==> src/rtl/nand_op_sequencer.sv <==
// NAND operation sequencer: splits one host flash operation into ordered command,
// address and data bus cycles, waits on ready/busy and reports done or timeout.
//
// state       | meaning
// IDLE        | waiting for a host request
// CMD1        | first command cycle
// ADDR        | address cycles (5 bytes, or 3 row bytes for erase)
// ADL_WAIT    | address-to-data gap before program data
// WDATA       | write data taken from the Tx FIFO
// CMD2        | confirm command
// BUSY_WAIT   | ready/busy wait with tWB blanking and timeout
// RDATA       | read data pushed into the Rx FIFO
// DONE        | one-cycle completion pulse
module nand_op_sequencer #(
   parameter int ADL_CYC = 7,
   parameter int WB_CYC  = 4,
   parameter int TIMEOUT = 50000
) (
   input  logic        P_clk,
   input  logic        P_nrst,
   input  logic        H_Valid,
   output logic        H_Ready,
   input  logic [1:0]  H_Op,
   input  logic [39:0] H_Addr,
   input  logic [7:0]  H_Length,
   output logic        H_Done,
   output logic        H_Err,
   output logic        B_Req,
   output logic [1:0]  B_Type,
   output logic [7:0]  B_Data,
   input  logic        B_Ack,
   input  logic [7:0]  B_RdData,
   input  logic [7:0]  Tx_Data,
   input  logic        Tx_Empty,
   output logic        Tx_Pop,
   output logic [7:0]  Rx_Data,
   input  logic        Rx_Full,
   output logic        Rx_Push,
   input  logic        F_nRB,
   output logic        F_nWP
);

   typedef enum logic [3:0] {
      S_IDLE, S_CMD1, S_ADDR, S_ADL_WAIT, S_WDATA, S_CMD2, S_BUSY_WAIT, S_RDATA, S_DONE
   } state_t;

   localparam logic [1:0] OP_RESET = 2'b00;
   localparam logic [1:0] OP_READ  = 2'b01;
   localparam logic [1:0] OP_PROG  = 2'b10;
   localparam logic [1:0] OP_ERASE = 2'b11;

   localparam logic [1:0] BT_CMD  = 2'b00;
   localparam logic [1:0] BT_ADDR = 2'b01;
   localparam logic [1:0] BT_WR   = 2'b10;
   localparam logic [1:0] BT_RD   = 2'b11;

   localparam logic [15:0] ADL_TC = 16'(ADL_CYC - 1);
   localparam logic [15:0] WB_TC  = 16'(WB_CYC);
   localparam logic [15:0] TO_TC  = 16'(TIMEOUT - 1);

   state_t        state_q, state_d;
   logic [1:0]    op_q;
   logic [39:0]   addr_q;
   logic [7:0]    len_q;
   logic [7:0]    byte_q, byte_d;
   logic [2:0]    idx_q, idx_d;
   logic [15:0]   tmr_q, tmr_d;
   logic          err_q, err_d;
   logic          nwp_q, nwp_d;
   logic          rb_meta_q, rb_s_q;

   logic          accept;
   logic [7:0]    cmd1, cmd2;
   logic [2:0]    addr_sel;
   logic          addr_last;
   logic [7:0]    addr_byte;
   logic [7:0]    byte_inc;

   assign accept    = (state_q == S_IDLE) && H_Valid;
   assign H_Ready   = (state_q == S_IDLE);
   assign H_Err     = err_q;
   assign F_nWP     = nwp_q;
   assign Rx_Data   = B_RdData;
   assign byte_inc  = byte_q + 8'd1;
   assign addr_byte = addr_q[{addr_sel, 3'b000} +: 8];

   // Erase only sends the three row bytes, so its address index is offset by two.
   always_comb begin
      cmd1      = 8'hFF;
      cmd2      = 8'h30;
      addr_sel  = idx_q;
      addr_last = (idx_q == 3'd4);
      case (op_q)
         OP_READ:  cmd1 = 8'h00;
         OP_PROG:  begin
            cmd1 = 8'h80;
            cmd2 = 8'h10;
         end
         OP_ERASE: begin
            cmd1      = 8'h60;
            cmd2      = 8'hD0;
            addr_sel  = idx_q + 3'd2;
            addr_last = (idx_q == 3'd2);
         end
         default: ;
      endcase
   end

   always_comb begin
      state_d = state_q;
      byte_d  = byte_q;
      idx_d   = idx_q;
      tmr_d   = tmr_q;
      err_d   = err_q;
      nwp_d   = nwp_q;
      B_Req   = 1'b0;
      B_Type  = BT_CMD;
      B_Data  = 8'h00;
      Tx_Pop  = 1'b0;
      Rx_Push = 1'b0;
      H_Done  = 1'b0;
      case (state_q)
         S_IDLE: begin
            if (H_Valid) begin
               state_d = S_CMD1;
               err_d   = 1'b0;
               nwp_d   = H_Op[1];
            end
         end
         S_CMD1: begin
            B_Req  = 1'b1;
            B_Data = cmd1;
            if (B_Ack) begin
               idx_d   = 3'd0;
               tmr_d   = 16'd0;
               state_d = (op_q == OP_RESET) ? S_BUSY_WAIT : S_ADDR;
            end
         end
         S_ADDR: begin
            B_Req  = 1'b1;
            B_Type = BT_ADDR;
            B_Data = addr_byte;
            if (B_Ack) begin
               idx_d = idx_q + 3'd1;
               if (addr_last) begin
                  if (op_q == OP_PROG) begin
                     tmr_d   = ADL_TC;
                     state_d = S_ADL_WAIT;
                  end else begin
                     state_d = S_CMD2;
                  end
               end
            end
         end
         S_ADL_WAIT: begin
            if (tmr_q == 16'd0) begin
               byte_d  = 8'd0;
               state_d = (len_q == 8'd0) ? S_CMD2 : S_WDATA;
            end else begin
               tmr_d = tmr_q - 16'd1;
            end
         end
         S_WDATA: begin
            B_Req  = !Tx_Empty;
            B_Type = BT_WR;
            B_Data = Tx_Data;
            if (B_Req && B_Ack) begin
               Tx_Pop = 1'b1;
               byte_d = byte_inc;
               if (byte_inc == len_q) state_d = S_CMD2;
            end
         end
         S_CMD2: begin
            B_Req  = 1'b1;
            B_Data = cmd2;
            if (B_Ack) begin
               tmr_d   = 16'd0;
               state_d = S_BUSY_WAIT;
            end
         end
         // rb_s is blanked for the first WB_CYC cycles; ready wins over a same-cycle timeout.
         S_BUSY_WAIT: begin
            if ((tmr_q >= WB_TC) && rb_s_q) begin
               byte_d  = 8'd0;
               state_d = ((op_q == OP_READ) && (len_q != 8'd0)) ? S_RDATA : S_DONE;
            end else if (tmr_q == TO_TC) begin
               err_d   = 1'b1;
               state_d = S_DONE;
            end else begin
               tmr_d = tmr_q + 16'd1;
            end
         end
         S_RDATA: begin
            B_Req  = !Rx_Full;
            B_Type = BT_RD;
            if (B_Req && B_Ack) begin
               Rx_Push = 1'b1;
               byte_d  = byte_inc;
               if (byte_inc == len_q) state_d = S_DONE;
            end
         end
         S_DONE: begin
            H_Done  = 1'b1;
            state_d = S_IDLE;
         end
         default: state_d = S_IDLE;
      endcase
      if (state_d == S_DONE) nwp_d = 1'b0;
   end

   always_ff @(posedge P_clk or negedge P_nrst) begin
      if (!P_nrst) begin
         state_q <= S_IDLE;
         byte_q  <= 8'd0;
         idx_q   <= 3'd0;
         tmr_q   <= 16'd0;
         err_q   <= 1'b0;
         nwp_q   <= 1'b0;
      end else begin
         state_q <= state_d;
         byte_q  <= byte_d;
         idx_q   <= idx_d;
         tmr_q   <= tmr_d;
         err_q   <= err_d;
         nwp_q   <= nwp_d;
      end
   end

   always_ff @(posedge P_clk or negedge P_nrst) begin
      if (!P_nrst) begin
         op_q   <= OP_RESET;
         addr_q <= 40'd0;
         len_q  <= 8'd0;
      end else if (accept) begin
         op_q   <= H_Op;
         addr_q <= H_Addr;
         len_q  <= H_Length;
      end
   end

   always_ff @(posedge P_clk or negedge P_nrst) begin
      if (!P_nrst) begin
         rb_meta_q <= 1'b1;
         rb_s_q    <= 1'b1;
      end else begin
         rb_meta_q <= F_nRB;
         rb_s_q    <= rb_meta_q;
      end
   end

endmodule

==> config.mk <==
export PLATFORM = sky130hd
export DESIGN_NAME = nand_op_sequencer
export DESIGN_NICKNAME = d
export VERILOG_FILES = /design/src/rtl/nand_op_sequencer.sv
export SDC_FILE = /design/constraint.sdc
export NUM_CORES = 1
export LEC_CHECK = 0
export CAP_MARGIN = 20
export CORE_MARGIN = 1.5
export CORE_UTILIZATION = 36
export CTS_CLUSTER_DIAMETER = 200
export DETAILED_ROUTE_END_ITERATION = 10
export GPL_TIMING_DRIVEN = 0
export HOLD_SLACK_MARGIN = 0.05
export PLACE_DENSITY = 0.6
export REMOVE_ABC_BUFFERS = 1
export SLEW_MARGIN = 40
export SYNTH_ARGS = -nofsm -noshare
export SYNTH_HDL_FRONTEND = slang
export SYNTH_SLANG_ARGS = --single-unit
==> constraint.sdc <==
create_clock -name P_clk -period 2.9 [get_ports P_clk]
set_input_delay 0.725 -clock P_clk [delete_from_list [all_inputs] [get_ports P_clk]]
set_output_delay 0.725 -clock P_clk [all_outputs]
set_load 0.01 [all_outputs]
==> flow_metrics.env <==
export IMPL_grt_max_degree=55
export IMPL_gp_congestion=0.8117
export IMPL_path_max_fanout=8
export IMPL_finalHoldViolCount=0
export IMPL_rsz0062_at_grt="yes"
export IMPL_worst_slew_pin_slew_ps=772.5
export IMPL_arrival_ps=2240
export IMPL_first_pass_iters=5
export IMPL_final_cell_mix="nand2_1, dfrtp_1, clkdlybuf4s50_1"
export IMPL_io_pins=98
export IMPL_final_setup_worst_slack_ps=-60.58
export IMPL_multi_input_area_sq_um=3302
export IMPL_drtIter0Drc=312
export IMPL_max_slew_margin_rel=0.4717
export IMPL_ys_seq_elements=85
export IMPL_fin_crit_ps=2961
export IMPL_stdcell_area_sq_um=7151
export IMPL_final_common_cell="nand2_1"
export IMPL_drc_errors=0
export IMPL_cp_endpoint="B_Data[7]"
export IMPL_synth_adder_area_share=0.05350
export IMPL_p_leak_uw=0.003211
export IMPL_place_area_sq_um=6242
export IMPL_grt_pass1_wl_microns=23200
export IMPL_vias_per_cell=5.485
export IMPL_r2r_slack_ps=-30
export IMPL_crit_chain="ha_4 -> or4b_4 -> o31ai_4 -> a22oi_1 -> o221ai_1 -> buf_2"
export IMPL_cts_tree="done"
export IMPL_ant_nets=0
export IMPL_nNetsFinal=800
export IMPL_io_buffer_count=81
export IMPL_hold_buffers=0
export IMPL_start_kind="flip-flop"
export IMPL_rows=44
export IMPL_clock_sinks=85
export IMPL_synth_edff_count=0
export IMPL_max_stage_delay_ps=530
export IMPL_synth_compound_area_frac=0.1726
export IMPL_reg2reg_depth=9
export IMPL_grt_antenna_before_repair=0
export IMPL_setup_viol=7
export IMPL_track_usage=0.1939
export IMPL_syn_inst=607
export IMPL_maxClockFrequency_mhz=337.8
export IMPL_post_route_cells_drive_above_1_share=0.1946
export IMPL_num_fill_cells=1382
export IMPL_syn_area_sq_um=5285
export IMPL_dieWidth_microns=124.2
export IMPL_clockBufferDepth=2
export IMPL_hold_class="in -> async"
export IMPL_crit_path_top_delay_cell="or4b_4"
export IMPL_ys_types=71
export IMPL_path_class="reg -> out"
export IMPL_p_per_area_nw_per_um2=1177
export IMPL_hpwl_microns=9854
export IMPL_synth_area_leader_cell="dfrtp_1"
export IMPL_placedCellCount=838
export IMPL_endpoint_kind="primary output"
export IMPL_peakVddDrop_mv=0.4430
export IMPL_regArea_sq_um=2143
export IMPL_max_cap_violations=0
export IMPL_fin_skew_ps=6.722
export IMPL_yosys_warnings=0
export IMPL_synthXorXnorAreaFrac=0.04309
export IMPL_root_buffer="clkbuf_16"
export IMPL_pre_cts_ws_ps=-880.8
export IMPL_synthTopCellsByArea="dfrtp_1, nand2_1, ha_1"
export IMPL_status="complete, but fails checks"
export IMPL_required_ps=2170
export IMPL_die_height_microns=124.2
export IMPL_ys_seq_area_frac=0.4029
export IMPL_clkLatencyLatePin_ps=350
export IMPL_slew_violations=0
export IMPL_final_cells=893
export IMPL_fin_setup_tns_ps=-221.5
export IMPL_violations="negative setup slack"
export IMPL_synth_top_family_by_area="simple AND/OR/NAND/NOR gates"
export IMPL_synthMuxAreaShare=0.04380
export IMPL_rr_startpoint="state_q[0]"
export IMPL_core_sq_um=14420
export IMPL_die_area_sq_um=15420
export IMPL_post_drt_wl_per_cell_microns=16.65
export IMPL_wl_microns=14870
export IMPL_globalRouteOverflowTotal=0
export IMPL_htreeDepth=3
export IMPL_grt_pass1_vias=4710
export IMPL_synth_area_per_cell_sq_um=8.707
export IMPL_numCtsBuffers=9
export IMPL_initial_core_util=0.3664
export IMPL_area_growth_pct=35.30
export IMPL_path_clk_slew_ps=60
export IMPL_reg2reg_to="tmr_q[14]"
export IMPL_antenna_cells=0
export IMPL_synth_simple_area_share=0.2393
export IMPL_finalCritPeriodShare=1.021
export IMPL_synth_main_ff_cell="dfrtp_1"
export IMPL_via_count=4898
export IMPL_async_flop_share=1.000
export IMPL_crit_start="op_q[0]"
export IMPL_synth_top_cell_area_share=0.3930
logic make-up after synthesis:
kind of cell    Yosys count
xor+xnor                 26
fa+ha+maj                22
buf+inv                  47
flops                    85
simple gates            279
compound gates          135
mux                      13
metal layers:
metal	wire length, microns	up-vias	track usage
met1	6467	2379	0.2572
met5	0	-	0
met2	7290	160	0.3118
met3	869	20	0.04212
met4	239	0	0.06960
li1	-	2339	-
worst min path at each step:
stage,startpoint,to,depth (start not counted)
after global routing,P_nrst,addr_q[20],1
after CTS,P_nrst,addr_q[20],1
after floorplan,rb_meta_q,rb_s_q,0
after global placement,rb_meta_q,rb_s_q,0
final,P_nrst,addr_q[20],1
after detailed placement,rb_meta_q,rb_s_q,0
worst max-delay path: cells and delay by family, from the launching register on:
family,cells,cell delay (ps)
flops,1,410
simple gates,1,530
fa+ha+maj,1,200
buf+inv,1,190
compound gates,3,550
power by group:
group	total (uW)	switching, uW	internal, uW
Combinational	5150	2700	2440
Clock	1160	496	662
Sequential	2110	440	1670
cells in the mapped netlist, drive strengths merged, types with 3 or more instances:
cell type / count
a2111oi: 3
nor2: 22
inv: 10
xor2: 16
nor4: 6
o31ai: 12
o21a: 4
nor3b: 3
a31oi: 5
ha: 21
buf: 24
xnor2: 10
mux2i: 4
nand2b: 11
and4: 3
o22ai: 6
a21oi: 25
nand3: 9
or2: 3
a21o: 3
nor3: 12
and3: 5
nand3b: 3
or3: 6
a22oi: 8
o211ai: 4
mux4: 8
nand2: 180
and2: 6
a32o: 3
nand4: 3
dfrtp: 83
o21ai: 35
o221ai: 3
clkbuf: 13
sequential cells by signal, summed over array words and instances (netlist names):
name / flops
rb_s_q: 1
idx_q: 3
tmr_q: 16
op_q: 2
F_nWP: 1
rb_meta_q: 1
addr_q: 40
state_q: 4
byte_q: 8
H_Err: 1
len_q: 8
repair_timing:
| action | CTS | global route |
|---|---|---|
| buffers inserted | 20 | 18 |
| setup endpoints to repair | 28 | 19 |
| resized for setup | 72 | 39 |
| cloned | 2 | 0 |
| pin swaps | 18 | 19 |
through the flow:
step	hold WS [ps]	power [uW]	util
floorplan	345.2	5044	-
global placement	346.1	6193	0.4248
detailed placement	347.0	6403	0.4328
CTS	316.4	7862	0.4723
global route	340.1	9079	0.4957
finish	303.6	8418	0.4957
cell type report:
cell class / count / share of cell area
repair buffers: 122 / 0.1605
multi-input cells: 477 / 0.4618
well taps: 184 / 0.03220
flip-flops and latches: 85 / 0.2997
inverters: 10 / 0.005249
clock buffers: 9 / 0.03150
clock inverters: 6 / 0.009099
No activity file was read; power rests on OpenSTA's default activity.
